### src/rtl/pwm_ramp_sequencer.sv
// Ramps a bank of PWM duty registers toward host-posted targets, one channel per cycle
// on every prescaler tick, and is the sole writer of the bank's strobe/address/data port.
module pwm_ramp_sequencer #(
    parameter int Resolution    = 8,
    parameter int AddressWidth  = 2,
    parameter int PrescaleWidth = 16
) (
    input  logic                           clk,
    input  logic                           rst,
    input  logic                           cmd_valid,
    output logic                           cmd_ready,
    input  logic [AddressWidth-1:0]        cmd_addr,
    input  logic [Resolution-1:0]          cmd_target,
    input  logic [Resolution-1:0]          cmd_step,
    input  logic                           cmd_immediate,
    input  logic [PrescaleWidth-1:0]       prescale,
    output logic                           pwm_ce,
    output logic [AddressWidth-1:0]        pwm_addr,
    output logic [Resolution-1:0]          pwm_D,
    output logic                           busy,
    output logic [(2**AddressWidth)-1:0]   done
);

    localparam int Channels = 2 ** AddressWidth;
    localparam logic [AddressWidth-1:0] LastCh  = AddressWidth'(Channels - 1);
    localparam logic [Resolution-1:0]   OneDuty = Resolution'(1);

    localparam logic [1:0] S_IDLE   = 2'd0;
    localparam logic [1:0] S_IMM_WR = 2'd1;
    localparam logic [1:0] S_UPDATE = 2'd2;

    logic [1:0]               state_q, state_d;
    logic [PrescaleWidth-1:0] count_q, count_d;
    logic                     pending_q, pending_d;
    logic                     run_q;
    logic [AddressWidth-1:0]  ch_q, ch_d;
    logic [Resolution-1:0]    current_q [Channels];
    logic [Resolution-1:0]    current_d [Channels];
    logic [Resolution-1:0]    target_q  [Channels];
    logic [Resolution-1:0]    target_d  [Channels];
    logic [Resolution-1:0]    step_q    [Channels];
    logic [Resolution-1:0]    step_d    [Channels];
    logic                     pwm_ce_q, pwm_ce_d;
    logic [AddressWidth-1:0]  pwm_addr_q, pwm_addr_d;
    logic [Resolution-1:0]    pwm_data_q, pwm_data_d;
    logic [Channels-1:0]      done_q, done_d;

    logic                     tick;
    logic                     accept;
    logic [Resolution-1:0]    step_eff;
    logic [Resolution-1:0]    cur_ch, tgt_ch, stp_ch, diff, next_duty;

    assign cmd_ready = run_q && (state_q == S_IDLE);
    assign accept    = cmd_valid && cmd_ready;
    assign busy      = (state_q == S_UPDATE) || (state_q == S_IMM_WR);
    assign pwm_ce    = pwm_ce_q;
    assign pwm_addr  = pwm_addr_q;
    assign pwm_D     = pwm_data_q;
    assign done      = done_q;

    // Compare-before-subtract so the step saturates at target and never wraps the duty range.
    always_comb begin
        cur_ch    = current_q[ch_q];
        tgt_ch    = target_q[ch_q];
        stp_ch    = step_q[ch_q];
        diff      = '0;
        next_duty = cur_ch;
        if (cur_ch < tgt_ch) begin
            diff      = tgt_ch - cur_ch;
            next_duty = (diff <= stp_ch) ? tgt_ch : cur_ch + stp_ch;
        end else if (cur_ch > tgt_ch) begin
            diff      = cur_ch - tgt_ch;
            next_duty = (diff <= stp_ch) ? tgt_ch : cur_ch - stp_ch;
        end
    end

    always_comb begin
        tick       = (count_q >= prescale);
        count_d    = tick ? '0 : count_q + 1'b1;
        step_eff   = (cmd_step == '0) ? OneDuty : cmd_step;
        state_d    = state_q;
        pending_d  = pending_q;
        ch_d       = ch_q;
        current_d  = current_q;
        target_d   = target_q;
        step_d     = step_q;
        pwm_ce_d   = 1'b0;
        pwm_addr_d = pwm_addr_q;
        pwm_data_d = pwm_data_q;

        case (state_q)
            S_IDLE: begin
                // A command always wins the cycle; a coincident tick is owed as a pending scan.
                if (accept) begin
                    target_d[cmd_addr] = cmd_target;
                    step_d[cmd_addr]   = step_eff;
                    if (tick) begin
                        pending_d = 1'b1;
                    end
                    if (cmd_immediate) begin
                        current_d[cmd_addr] = cmd_target;
                        pwm_ce_d            = 1'b1;
                        pwm_addr_d          = cmd_addr;
                        pwm_data_d          = cmd_target;
                        state_d             = S_IMM_WR;
                    end
                end else if (tick || pending_q) begin
                    pending_d = 1'b0;
                    ch_d      = '0;
                    state_d   = S_UPDATE;
                end
            end
            S_IMM_WR: begin
                if (tick) begin
                    pending_d = 1'b1;
                end
                state_d = S_IDLE;
            end
            S_UPDATE: begin
                if (tick) begin
                    pending_d = 1'b1;
                end
                if (cur_ch != tgt_ch) begin
                    current_d[ch_q] = next_duty;
                    pwm_ce_d        = 1'b1;
                    pwm_addr_d      = ch_q;
                    pwm_data_d      = next_duty;
                end
                if (ch_q == LastCh) begin
                    state_d = S_IDLE;
                end else begin
                    ch_d = ch_q + 1'b1;
                end
            end
            default: begin
                state_d = S_IDLE;
            end
        endcase

        for (int i = 0; i < Channels; i++) begin
            done_d[i] = (current_q[i] == target_q[i]);
        end
    end

    always_ff @(posedge clk or negedge rst) begin
        if (!rst) begin
            state_q    <= S_IDLE;
            count_q    <= '0;
            pending_q  <= 1'b0;
            run_q      <= 1'b0;
            ch_q       <= '0;
            pwm_ce_q   <= 1'b0;
            pwm_addr_q <= '0;
            pwm_data_q <= '0;
            done_q     <= '1;
            for (int i = 0; i < Channels; i++) begin
                current_q[i] <= '0;
                target_q[i]  <= '0;
                step_q[i]    <= OneDuty;
            end
        end else begin
            state_q    <= state_d;
            count_q    <= count_d;
            pending_q  <= pending_d;
            run_q      <= 1'b1;
            ch_q       <= ch_d;
            pwm_ce_q   <= pwm_ce_d;
            pwm_addr_q <= pwm_addr_d;
            pwm_data_q <= pwm_data_d;
            done_q     <= done_d;
            current_q  <= current_d;
            target_q   <= target_d;
            step_q     <= step_d;
        end
    end

endmodule

### config.mk
export PLATFORM = sky130hd
export DESIGN_NAME = pwm_ramp_sequencer
export DESIGN_NICKNAME = d
export VERILOG_FILES = /design/src/rtl/pwm_ramp_sequencer.sv
export SDC_FILE = /design/constraint.sdc
export NUM_CORES = 1
export LEC_CHECK = 0
export BUFFER_PORTS_ARGS = -buffer_cell sky130_fd_sc_hd__buf_2
export CORE_UTILIZATION = 35
export CTS_CLUSTER_SIZE = 28
export DETAILED_ROUTE_END_ITERATION = 6
export HOLD_SLACK_MARGIN = 0.06
export PLACE_DENSITY = 0.61
export SYNTH_ARGS = -nofsm -noshare
export SYNTH_HDL_FRONTEND = slang
export SYNTH_SLANG_ARGS = --single-unit
### constraint.sdc
create_clock -name clk -period 12.69 [get_ports clk]
set_input_delay 2.538 -clock clk [delete_from_list [all_inputs] [get_ports clk]]
set_output_delay 2.538 -clock clk [all_outputs]
set_load 0.02 [all_outputs]
# Word level (Yosys, flattened, before mapping)
# Index checks and enable logic that the tools add are counted.
classes:
  n_eq_ne: 17
  n_reduce_logical: 16
  n_mux: 52
  addsub: 6
  magnitude_cmp: 9
  bitwise_logic: 2
ops:
  columns: ["cell", "n"]
  rows:
  - ["bitwise mux 32 bit", 4]
  - ["2-to-1 mux 8 bit", 16]
  - ["2-to-1 mux 32 bit", 3]
  - ["one-hot mux 32 bit (2 select lines)", 1]
  - ["binary-select mux 8 bit (select 2 bit)", 3]
  - ["demux 8 bit (select 2 bit)", 2]
  - ["equality test 8 bit", 4]
  - ["subtractor 8 bit", 3]
  - ["2-to-1 mux 2 bit", 10]
  - ["adder 16 x 1 -> 16 bit (second input constant)", 1]
  - ["greater-or-equal comparator 16 bit", 1]
  - ["less-or-equal comparator 8 bit", 2]
  - ["2-to-1 mux 16 bit", 1]
  - ["one-hot mux 8 bit (2 select lines)", 1]
  - ["one-hot mux 2 bit (2 select lines)", 3]
  - ["adder 8 bit", 1]
  - ["> comparator 8 bit", 1]
  - ["zero test 8 bit", 1]
  - ["less-than comparator 8 bit", 1]
  - ["!= test 2 bit (second input constant)", 4]
  - ["!= test 8 bit", 1]
  - ["AND reduction 4 bit", 2]
  - ["greater-or-equal comparator 3 bit (second input constant)", 2]
  - ["less-than comparator 3 x 1 -> 1 bit (second input constant)", 2]
  - ["other kinds (16)", 32]
totals:
  register_bits: 133

# Depth between registers and ports, before layout
# Gate-level depths: netlist of the first run.
logic_depth:
  ltp_word: 12
  depth_mapped: 24
  depth_no_buf: 20

# Least setup slack after synthesis of the first run
# Ideal clock, no wire load.
synth_timing:
  path_type: "register to register"
  from: "register ch_q[0]"
  to: "register pwm_data_q[4] (netlist: pwm_D[4])"
  period_less_slack_ps: 4525
  n_path_buf: 4
  t_arrival_ps: 4459
  path_slack_ps: 8165
  t_required_ps: 12625
  stages_incl_launch_ff: 20
  path_cell_list: "dfrtp_1 buf_6 buf_6 buf_6 mux4_2 fa_1 a21o_1 a21o_4 a21o_1 a21oi_1 xnor2_1 ha_1 a21oi_1 nand2_1 a21o_1 o21a_1 buf_4 mux2i_1 a2111oi_0 o22a_1"
synth_between:
  elab_chain_len: 11
synth_rtl:
  columns: ["element", "line", "text"]
  rows:
  - ["start, declared", "36", "logic [AddressWidth-1:0] ch_q, ch_d;"]
  - ["start signal, assigned", "166", "ch_q <= ch_d;"]
  - ["inverter 2 -> 3 bit (not written as such) *", "63, 64, 65", null]
  - ["binary-select mux 8 bit (select 2 bit) (on tied branches)", "63, 64", null]
  - ["2-to-1 mux 8 bit (on tied branches) (2 in a row)", "63, 64", null]
  - ["subtractor 8 bit", "72", "diff = cur_ch - tgt_ch;"]
  - ["less-or-equal comparator 8 bit", "73", "next_duty = (diff <= stp_ch) ? tgt_ch : cur_ch - stp_ch;"]
  - ["2-to-1 mux 8 bit", "73", null]
  - ["2-to-1 mux 8 bit", "71", "end else if (cur_ch > tgt_ch) begin"]
  - ["2-to-1 mux 8 bit", "68", "if (cur_ch < tgt_ch) begin"]
  - ["2-to-1 mux 8 bit", "123", "if (cur_ch != tgt_ch) begin"]
  - ["one-hot mux 8 bit (2 select lines)", "91", "case (state_q)"]
  - ["end signal, assigned", "169", "pwm_data_q <= pwm_data_d;"]
  - ["end, declared", "45", "logic [Resolution-1:0] pwm_data_q, pwm_data_d;"]
# Mark *: on every way between the ends. The rest lies on a longest branch, timed or not. The select of a mux whose other input is x is not followed.
# A chain may end at the register's enable or synchronous reset.

# Worst setup path after layout of the first run
layout_timing:
  from: "register ch_q[0]"
  to: "register current_q[4] (netlist name)"
layout_between:
  elab_chain_len: 12
layout_rtl:
  columns: ["element", "line", "text"]
  rows:
  - ["inverter 2 -> 3 bit (not written as such) *", null, null]
  - ["binary-select mux 8 bit (select 2 bit) (on tied branches)", "63, 64", null]
  - ["2-to-1 mux 8 bit (on tied branches) (2 in a row)", "63, 64", null]
  - ["subtractor 8 bit", "72", null]
  - ["less-or-equal comparator 8 bit", "73", null]
  - ["2-to-1 mux 8 bit", "73", null]
  - ["2-to-1 mux 8 bit", "71", null]
  - ["2-to-1 mux 8 bit", "68", null]
  - ["bitwise mux 32 bit", "124", "current_d[ch_q] = next_duty;"]
  - ["2-to-1 mux 32 bit", "123", null]
  - ["one-hot mux 32 bit (2 select lines)", "91", null]
  - ["end signal, assigned", "171", "current_q <= current_d;"]
  - ["end, declared", "37", "logic [Resolution-1:0] current_q [Channels];"]
# Marked as above.

==> flow_results.xml, run 1 <==
<?xml version="1.0" encoding="UTF-8"?>
<metrics>
  <group name="synth">
    <metric name="synthesized_instance_count" unit="">907</metric>
    <metric name="synth.net_count" unit="">1017</metric>
    <metric name="synth_top_cell_area_share" unit="%">33.7</metric>
    <metric name="yosys_most_used_dff" unit="">sky130_fd_sc_hd__dfrtp_1</metric>
    <metric name="synth_sequential_area_ratio" unit="%">36.0</metric>
    <metric name="netlist.top_cell.by_area" unit="">sky130_fd_sc_hd__dfrtp_1</metric>
    <metric name="number_of_enable_flip_flop_cells_after_synthesis" unit="">0</metric>
    <metric name="synth_area" unit="um^2">9280</metric>
    <metric name="postSynthRegisterBits" unit="">133</metric>
    <metric name="yosys.cell_types.count" unit="">80</metric>
    <metric name="synth_top_cells_by_area" unit="">sky130_fd_sc_hd__dfrtp_1, sky130_fd_sc_hd__ha_1, sky130_fd_sc_hd__mux2_2</metric>
    <metric name="synth.avg_cell_area" unit="um^2">10.2</metric>
    <metric name="synth_async_sr_flop_share" unit="%">100</metric>
    <metric name="yosysWarningCount" unit="">0</metric>
  </group>
  <group name="sta">
    <metric name="setup_total_negative_slack" unit="ns">0</metric>
    <metric name="setup_ws" unit="ns">7.56</metric>
    <metric name="relSlewSlack" unit="%">23.9</metric>
    <metric name="fmax" unit="GHz">0.195</metric>
    <metric name="minimum_clock_period" unit="ns">5.13</metric>
    <metric name="rsz0062_at_grt" unit="">false</metric>
    <metric name="setup_viol_count_final" unit="">0</metric>
    <metric name="finalHoldViolations" unit="">0</metric>
    <metric name="worst_margin_slew" unit="ns">1.13</metric>
    <metric name="slew_violations" unit="">0</metric>
    <metric name="finalClockSkew" unit="ns">0.00789</metric>
    <metric name="timing.hold.ws" unit="ns">0.483</metric>
    <metric name="finalCritPeriodShare" unit="%">40.4</metric>
  </group>
  <group name="worst_setup_path">
    <metric name="timing.critical_path.from_type" unit="">flop</metric>
    <metric name="crit_path_top_delay_cell" unit="">sky130_fd_sc_hd__mux4_2</metric>
    <metric name="worst-r2r-cell-count" unit="">18</metric>
    <metric name="critical_path.reg2reg.startpoint" unit="">ch_q[0]</metric>
    <metric name="worstSetupEndpoint" unit="">current_q[4]</metric>
    <metric name="path_max_fanout" unit="">24</metric>
    <metric name="cp_cell_sequence" unit="">buf_4, mux4_2, inv_1, ha_1, inv_1, fa_1, a21o_1, a21o_4, a21o_1, a21oi_1, xnor2_1, ha_1, nand4_1, a21oi_1, o21a_1, mux2i_1, a211oi_2, a221o_1</metric>
    <metric name="critPathArrivalTime" unit="ns">5.43</metric>
    <metric name="startpoint" unit="">ch_q[0]</metric>
    <metric name="worst-endpoint-required" unit="ns">12.99</metric>
    <metric name="setup.reg_to_reg.worst_slack" unit="ns">7.56</metric>
    <metric name="critical-path-max-stage-delay" unit="ns">0.61</metric>
    <metric name="type_of_the_worst_setup_path" unit="">flop to flop</metric>
    <metric name="worstReg2RegEnd" unit="">current_q[4]</metric>
    <metric name="worstSetupEndpointType" unit="">flop</metric>
  </group>
  <group name="clocking">
    <metric name="clock_path_buffers" unit="">2</metric>
    <metric name="root_buffer" unit="">sky130_fd_sc_hd__clkbuf_16</metric>
    <metric name="clkSinkCount" unit="">133</metric>
    <metric name="htree_levels" unit="">4</metric>
    <metric name="clock_pin_slew_on_the_worst_setup_and_hold_paths" unit="ns">0.06</metric>
    <metric name="clock_tree_from_tritoncts" unit="">built</metric>
    <metric name="num_cts_buffers" unit="">17</metric>
    <metric name="cts.repair.resized" unit="">0</metric>
    <metric name="cts_hold_buf" unit="">0</metric>
    <metric name="post-cts-setup-buffer-count" unit="">0</metric>
    <metric name="clk_latency" unit="ns">0.42</metric>
  </group>
  <group name="run_status">
    <metric name="status" unit="">complete, no violations</metric>
  </group>
  <group name="detailed_routing">
    <metric name="route.vias.total" unit="">7405</metric>
    <metric name="wirelength" unit="um">26900</metric>
    <metric name="detail_routed_net_length_per_standard_cell" unit="um">20.8</metric>
    <metric name="drt.antenna.violating_nets" unit="">0</metric>
    <metric name="drt_pass1_iterations" unit="">7</metric>
    <metric name="detail_route.iter0.violations" unit="">693</metric>
    <metric name="routed_via_density" unit="">5.72</metric>
    <metric name="route.detailed.drc" unit="">0</metric>
  </group>
  <group name="floorplanning">
    <metric name="area_of_the_core_region" unit="um^2">26100</metric>
    <metric name="design.die.area" unit="um^2">27200</metric>
    <metric name="io-pin-count" unit="">55</metric>
    <metric name="die_height" unit="um">165</metric>
    <metric name="die_x" unit="um">165</metric>
    <metric name="floorplan.initialDensity" unit="%">35.6</metric>
    <metric name="row_count" unit="">59</metric>
  </group>
  <group name="global_route">
    <metric name="wire_length_of_the_first_global_routing_pass" unit="um">42100</metric>
    <metric name="maximum_number_of_pins_on_one_net_before_global_route_repair" unit="">82</metric>
    <metric name="antenna_found_initial" unit="">1</metric>
    <metric name="globalRouteOverflowTotal" unit="">0</metric>
    <metric name="grt_pass1_vias" unit="">7177</metric>
    <metric name="gr-usage-all-layers" unit="%">20.8</metric>
  </group>
  <group name="layout">
    <metric name="seqCellArea" unit="um^2">3340</metric>
    <metric name="n_antenna_cell" unit="">0</metric>
    <metric name="area_of_the_multi_input_gates" unit="um^2">5480</metric>
    <metric name="post_route_cells_drive_above_1_share" unit="%">21.6</metric>
    <metric name="layout-area-overhead-vs-synth" unit="%">12.4</metric>
    <metric name="finish.net_count" unit="">1057</metric>
    <metric name="filler_cell_count" unit="">2553</metric>
  </group>
  <group name="hold_path">
    <metric name="min_path_cells" unit="">2</metric>
    <metric name="min_delay_worst_type" unit="">flop to flop</metric>
  </group>
  <group name="placement">
    <metric name="place_ws" unit="ns">7.59</metric>
    <metric name="place.port_buffers" unit="">54</metric>
    <metric name="gp_congestion" unit="">0.928</metric>
    <metric name="place.detailed.hpwl" unit="um">19900</metric>
  </group>
  <group name="power">
    <metric name="power.density" unit="nW/um^2">313</metric>
    <metric name="vdd.ir_drop.worst" unit="mV">0.204</metric>
    <metric name="fin_total_pwr" unit="uW">3260</metric>
    <metric name="p_leak" unit="uW">0.00461</metric>
  </group>
  <group name="job">
    <metric name="drv.max_cap_violation_count" unit="">0</metric>
  </group>
</metrics>
## layout make-up
type	count	area share, %
clock buffer	23	4.58
clock inverter	8	1.19
inverter	64	2.30
multi-input combinational	667	52.5
sequential	133	32.0
tap	335	4.02
timing repair buffer	64	3.37
## where the power goes
part	total, uW	switching, uW	leakage (uW)	internal [uW]
combinational	2030	1220	0.00269	807
clock	505	182	0.000289	323
sequential	727	141	0.00163	586
total	3260	1540	0.00461	1720
## routing by layer
metal	GRT usage (%)	vias to the layer above	routed length [um]
met2	31.9	287	12400
met3	3.89	62	1860
li1	-	3382	-
met5	0	-	10
met1	28.5	3672	11800
met4	8.55	2	871
## layout by cell type, fill, tap and decap left out, types with 14 or more instances in the layout
cell type / synthesis / layout
sky130_fd_sc_hd__dfrtp_1: 125 / 125
sky130_fd_sc_hd__ha_1: 68 / 68
sky130_fd_sc_hd__nor2_1: 64 / 64
sky130_fd_sc_hd__inv_1: 63 / 63
sky130_fd_sc_hd__mux2_2: 62 / 62
sky130_fd_sc_hd__buf_2: 19 / 53
sky130_fd_sc_hd__a21oi_1: 51 / 51
sky130_fd_sc_hd__xnor2_1: 47 / 47
sky130_fd_sc_hd__nand2_1: 45 / 45
sky130_fd_sc_hd__o21ai_0: 42 / 42
sky130_fd_sc_hd__nand3_1: 21 / 21
sky130_fd_sc_hd__a21o_1: 18 / 18
sky130_fd_sc_hd__xor2_1: 17 / 17
sky130_fd_sc_hd__clkbuf_16: 0 / 17
sky130_fd_sc_hd__nand4_1: 16 / 16
sky130_fd_sc_hd__nor2b_1: 15 / 15
sky130_fd_sc_hd__nor3_1: 15 / 15
sky130_fd_sc_hd__mux4_2: 14 / 14
## worst min path at each step
| stage | from | endpoint | slack, ns |
|---|---|---|---|
| CTS | step_q[24] | step_q[24] | 0.49 |
| detailed placement | pwm_addr[1] | pwm_addr[1] | 0.48 |
| finish | pwm_addr[1] | pwm_addr[1] | 0.48 |
| global placement | pwm_addr[1] | pwm_addr[1] | 0.47 |
| global route | step_q[22] | step_q[22] | 0.52 |
| floorplan | step_q[24] | step_q[24] | 0.46 |
## stage by stage
stage	utilization, %	cells	area, um^2
2_1_floorplan	-	907	9280
3_3_place_gp	37.7	1263	9830
3_5_place_dp	37.7	1263	9830
4_1_cts	40.0	1294	10400
5_1_grt	40.0	1294	10400
6_report	40.0	1294	10400
## synthesized netlist by cell type (16+ instances only)
cell and count:
sky130_fd_sc_hd__a21o_1 18, sky130_fd_sc_hd__a21oi_1 51, sky130_fd_sc_hd__buf_2 19, sky130_fd_sc_hd__dfrtp_1 125, sky130_fd_sc_hd__ha_1 68, sky130_fd_sc_hd__inv_1 63
sky130_fd_sc_hd__mux2_2 62, sky130_fd_sc_hd__nand2_1 45, sky130_fd_sc_hd__nand3_1 21, sky130_fd_sc_hd__nand4_1 16, sky130_fd_sc_hd__nor2_1 64, sky130_fd_sc_hd__o21ai_0 42
sky130_fd_sc_hd__xnor2_1 47, sky130_fd_sc_hd__xor2_1 17
## flip-flops by register name, summed over array words and instances (netlist names)
name and cells:
current_q 32, step_q 32, target_q 32, count_q 16
pwm_D 8, done 4, ch_q 2, pwm_addr 2
state_q 2, pending_q 1, pwm_ce 1, run_q 1
## logic make-up after synthesis
| family | after synthesis | synth area share (%) |
|---|---|---|
| AO/OA/AOI/OAI | 222 | 17.2 |
| AND/OR/NAND/NOR | 212 | 11.2 |
| flip-flops | 133 | 36.0 |
| buffers and inverters | 107 | 5.03 |
| multiplexers | 96 | 14.5 |
| adder cells (fa/ha/maj) | 72 | 10.0 |
| XOR/XNOR | 64 | 6.04 |
| other | 1 | 0.0404 |
## critical path, delay by kind of cell (launching register included)
family,cells,cell delay (ns)
AO/OA/AOI/OAI,8,1.99
XOR/XNOR,1,0.09
adder cells (fa/ha/maj),3,0.88
buffers and inverters,3,0.62
flip-flops,1,0.37
multiplexers,2,0.93
AND/OR/NAND/NOR,1,0.12
No activity file was read; power rests on OpenSTA's default activity.
==> run 2, diff against run 1 <==
- PLACE_DENSITY: 0.61 -> 0.63
- clock period: 12.69 -> 4.2 ns (I/O delays scaled with it)
==> run 2 against run 1 <==
Compared with the run above:
- the run now ends with negative setup slack left
- maximum frequency is 18% higher
- via count is 6.8% higher
- clock skew is 0.0038 ns higher
- sequential cell count stayed put
- count of clock-buffer cells in the layout is 2 lower
- register-to-register slack worse by 7.7 ns
- routed wire length is 7.3% higher
- critical endpoint is now current_q[17]
- largest cell class unchanged
- highest routed layer unchanged
==> flow_results.xml, run 2 (same netlist as run 1, synthesis figures left out) <==
<?xml version="1.0" encoding="UTF-8"?>
<metrics>
  <group name="worst_setup_path">
    <metric name="type_of_the_worst_setup_path" unit="">flop to flop</metric>
    <metric name="worst-r2r-cell-count" unit="">20</metric>
    <metric name="worstSetupEndpointType" unit="">flop</metric>
    <metric name="critical_path.reg2reg.startpoint" unit="">ch_q[0]</metric>
    <metric name="timing.critical_path.from_type" unit="">flop</metric>
    <metric name="critPathArrivalTime" unit="ns">4.65</metric>
    <metric name="worst-endpoint-required" unit="ns">4.50</metric>
    <metric name="setup.reg_to_reg.worst_slack" unit="ns">-0.15</metric>
    <metric name="worstReg2RegEnd" unit="">current_q[17]</metric>
    <metric name="path_max_fanout" unit="">8</metric>
  </group>
  <group name="sta">
    <metric name="finalCritPeriodShare" unit="%">104</metric>
    <metric name="finalClockSkew" unit="ns">0.0117</metric>
    <metric name="setup_ws" unit="ns">-0.153</metric>
    <metric name="relSlewSlack" unit="%">31.7</metric>
    <metric name="finalHoldViolations" unit="">0</metric>
    <metric name="worst_margin_slew" unit="ns">1.01</metric>
    <metric name="minimum_clock_period" unit="ns">4.35</metric>
    <metric name="setup_total_negative_slack" unit="ns">-1.86</metric>
    <metric name="slew_violations" unit="">0</metric>
    <metric name="setup_viol_count_final" unit="">32</metric>
    <metric name="fmax" unit="GHz">0.230</metric>
    <metric name="rsz0062_at_grt" unit="">true</metric>
  </group>
  <group name="floorplanning">
    <metric name="die_height" unit="um">165</metric>
    <metric name="area_of_the_core_region" unit="um^2">26100</metric>
    <metric name="io-pin-count" unit="">55</metric>
    <metric name="design.die.area" unit="um^2">27200</metric>
    <metric name="row_count" unit="">59</metric>
    <metric name="floorplan.initialDensity" unit="%">35.6</metric>
    <metric name="die_x" unit="um">165</metric>
  </group>
  <group name="layout">
    <metric name="layout-area-overhead-vs-synth" unit="%">26.4</metric>
    <metric name="finish.cell_count_without_fillers" unit="">1393</metric>
    <metric name="post_route_cells_drive_above_1_share" unit="%">35.3</metric>
    <metric name="registers_with_the_most_flip_flops" unit="">current_q (32), step_q (32), target_q (32)</metric>
    <metric name="finish.net_count" unit="">1155</metric>
    <metric name="layout.cells.most_common_list" unit="">sky130_fd_sc_hd__dfrtp_1, sky130_fd_sc_hd__buf_4, sky130_fd_sc_hd__nor2_1, sky130_fd_sc_hd__ha_1, sky130_fd_sc_hd__mux2_2</metric>
    <metric name="layout.cells.most_common" unit="">sky130_fd_sc_hd__dfrtp_1</metric>
    <metric name="postLayoutCellArea" unit="um^2">11700</metric>
    <metric name="n_antenna_cell" unit="">0</metric>
  </group>
  <group name="placement">
    <metric name="place.detailed.hpwl" unit="um">21500</metric>
    <metric name="place.detailed.instances" unit="">1347</metric>
    <metric name="gp_congestion" unit="">0.922</metric>
    <metric name="place_ws" unit="ns">-0.319</metric>
    <metric name="place.port_buffers" unit="">54</metric>
    <metric name="postPlaceCellArea" unit="um^2">10500</metric>
  </group>
  <group name="clocking">
    <metric name="clock_tree_from_tritoncts" unit="">built</metric>
    <metric name="clkSinkCount" unit="">133</metric>
    <metric name="clock_path_buffers" unit="">2</metric>
    <metric name="root_buffer" unit="">sky130_fd_sc_hd__clkbuf_16</metric>
    <metric name="clk_latency" unit="ns">0.43</metric>
    <metric name="clock_pin_slew_on_the_worst_setup_and_hold_paths" unit="ns">0.06</metric>
    <metric name="cts_hold_buf" unit="">0</metric>
    <metric name="num_cts_buffers" unit="">17</metric>
    <metric name="htree_levels" unit="">4</metric>
  </group>
  <group name="global_route">
    <metric name="maximum_number_of_pins_on_one_net_before_global_route_repair" unit="">98</metric>
    <metric name="grt_pass1_vias" unit="">7904</metric>
    <metric name="globalRouteOverflowTotal" unit="">0</metric>
    <metric name="wire_length_of_the_first_global_routing_pass" unit="um">44900</metric>
    <metric name="gr-usage-all-layers" unit="%">21.9</metric>
    <metric name="antenna_found_initial" unit="">1</metric>
  </group>
  <group name="job">
    <metric name="drv.max_cap_violation_count" unit="">0</metric>
  </group>
  <group name="run_status">
    <metric name="failed_checks" unit="">negative setup slack</metric>
    <metric name="status" unit="">complete, but fails checks</metric>
  </group>
  <group name="detailed_routing">
    <metric name="route.detailed.drc" unit="">0</metric>
    <metric name="detail_routed_net_length_per_standard_cell" unit="um">20.8</metric>
    <metric name="detail_route.iter0.violations" unit="">690</metric>
    <metric name="drt.antenna.violating_nets" unit="">0</metric>
    <metric name="routed_via_density" unit="">5.68</metric>
    <metric name="route.vias.total" unit="">7908</metric>
    <metric name="wirelength" unit="um">28900</metric>
    <metric name="drt_pass1_iterations" unit="">5</metric>
  </group>
  <group name="hold_path">
    <metric name="min_delay_worst_type" unit="">input pin to async pin</metric>
  </group>
</metrics>
## run 2: timing repair
| action | CTS | global route |
|---|---|---|
| pin swaps | 16 | 30 |
| resized for setup | 46 | 53 |
| setup endpoints to repair | 40 | 40 |
| gates cloned | 0 | 0 |
| buffers inserted | 13 | 3 |
## run 2: stage by stage
step / hold WS (ns) / util, %
after global routing: 0.510 / 45.0
after global placement: 0.475 / 40.3
final: 0.493 / 45.0
after floorplan: 0.458 / -
after CTS: 0.494 / 43.9
after detailed placement: 0.486 / 40.3
## run 2: area by class of cell
type | count | area (um^2)
clock inverters | 11 | 219
well taps | 335 | 419
fillers | 2417 | 14300
multi-input cells | 667 | 5870
clock buffers | 21 | 480
flip-flops and latches | 133 | 3340
inverters | 64 | 240
repair buffers | 162 | 1160
## run 2: routing by layer
metal	wire, um	vias up	GRT usage [%]
met5	8	-	0
li1	-	3580	-
met4	1190	2	10.5
met2	13500	361	34.7
met3	2070	93	4.09
met1	12100	3872	28.8
## run 2: worst max-delay path, cell delays in order, from the launching register on
cell and delay, ns:
sky130_fd_sc_hd__dfrtp_1 0.40, sky130_fd_sc_hd__buf_4 0.16, sky130_fd_sc_hd__buf_12 0.14, sky130_fd_sc_hd__mux4_2 0.41, sky130_fd_sc_hd__buf_6 0.12, sky130_fd_sc_hd__inv_1 0.06
sky130_fd_sc_hd__fa_2 0.37, sky130_fd_sc_hd__a21o_1 0.17, sky130_fd_sc_hd__a21o_4 0.20, sky130_fd_sc_hd__a21o_1 0.16, sky130_fd_sc_hd__a21oi_2 0.17, sky130_fd_sc_hd__xnor2_2 0.08
sky130_fd_sc_hd__ha_1 0.34, sky130_fd_sc_hd__a21oi_2 0.14, sky130_fd_sc_hd__nand2_1 0.06, sky130_fd_sc_hd__a21o_1 0.17, sky130_fd_sc_hd__o21a_4 0.24, sky130_fd_sc_hd__buf_6 0.12
sky130_fd_sc_hd__mux2_4 0.32, sky130_fd_sc_hd__o211ai_4 0.30, sky130_fd_sc_hd__a21oi_2 0.10
## run 2: worst max path at each step
| stage | end | slack, ns | cells past startpoint | startpoint |
|---|---|---|---|---|
| global placement | pwm_D[4] | -0.22 | 16 | ch_q[0] |
| floorplan | current_q[4] | -0.10 | 19 | ch_q[0] |
| finish | current_q[17] | -0.15 | 20 | ch_q[0] |
| CTS | pwm_D[4] | -0.07 | 19 | ch_q[0] |
| detailed placement | current_q[24] | -0.32 | 16 | ch_q[0] |
| global route | current_q[9] | -0.35 | 20 | ch_q[0] |
Power of run 2 is not shown: default switching activity piles up to over one toggle a cycle in this logic, so the estimate is an artifact.
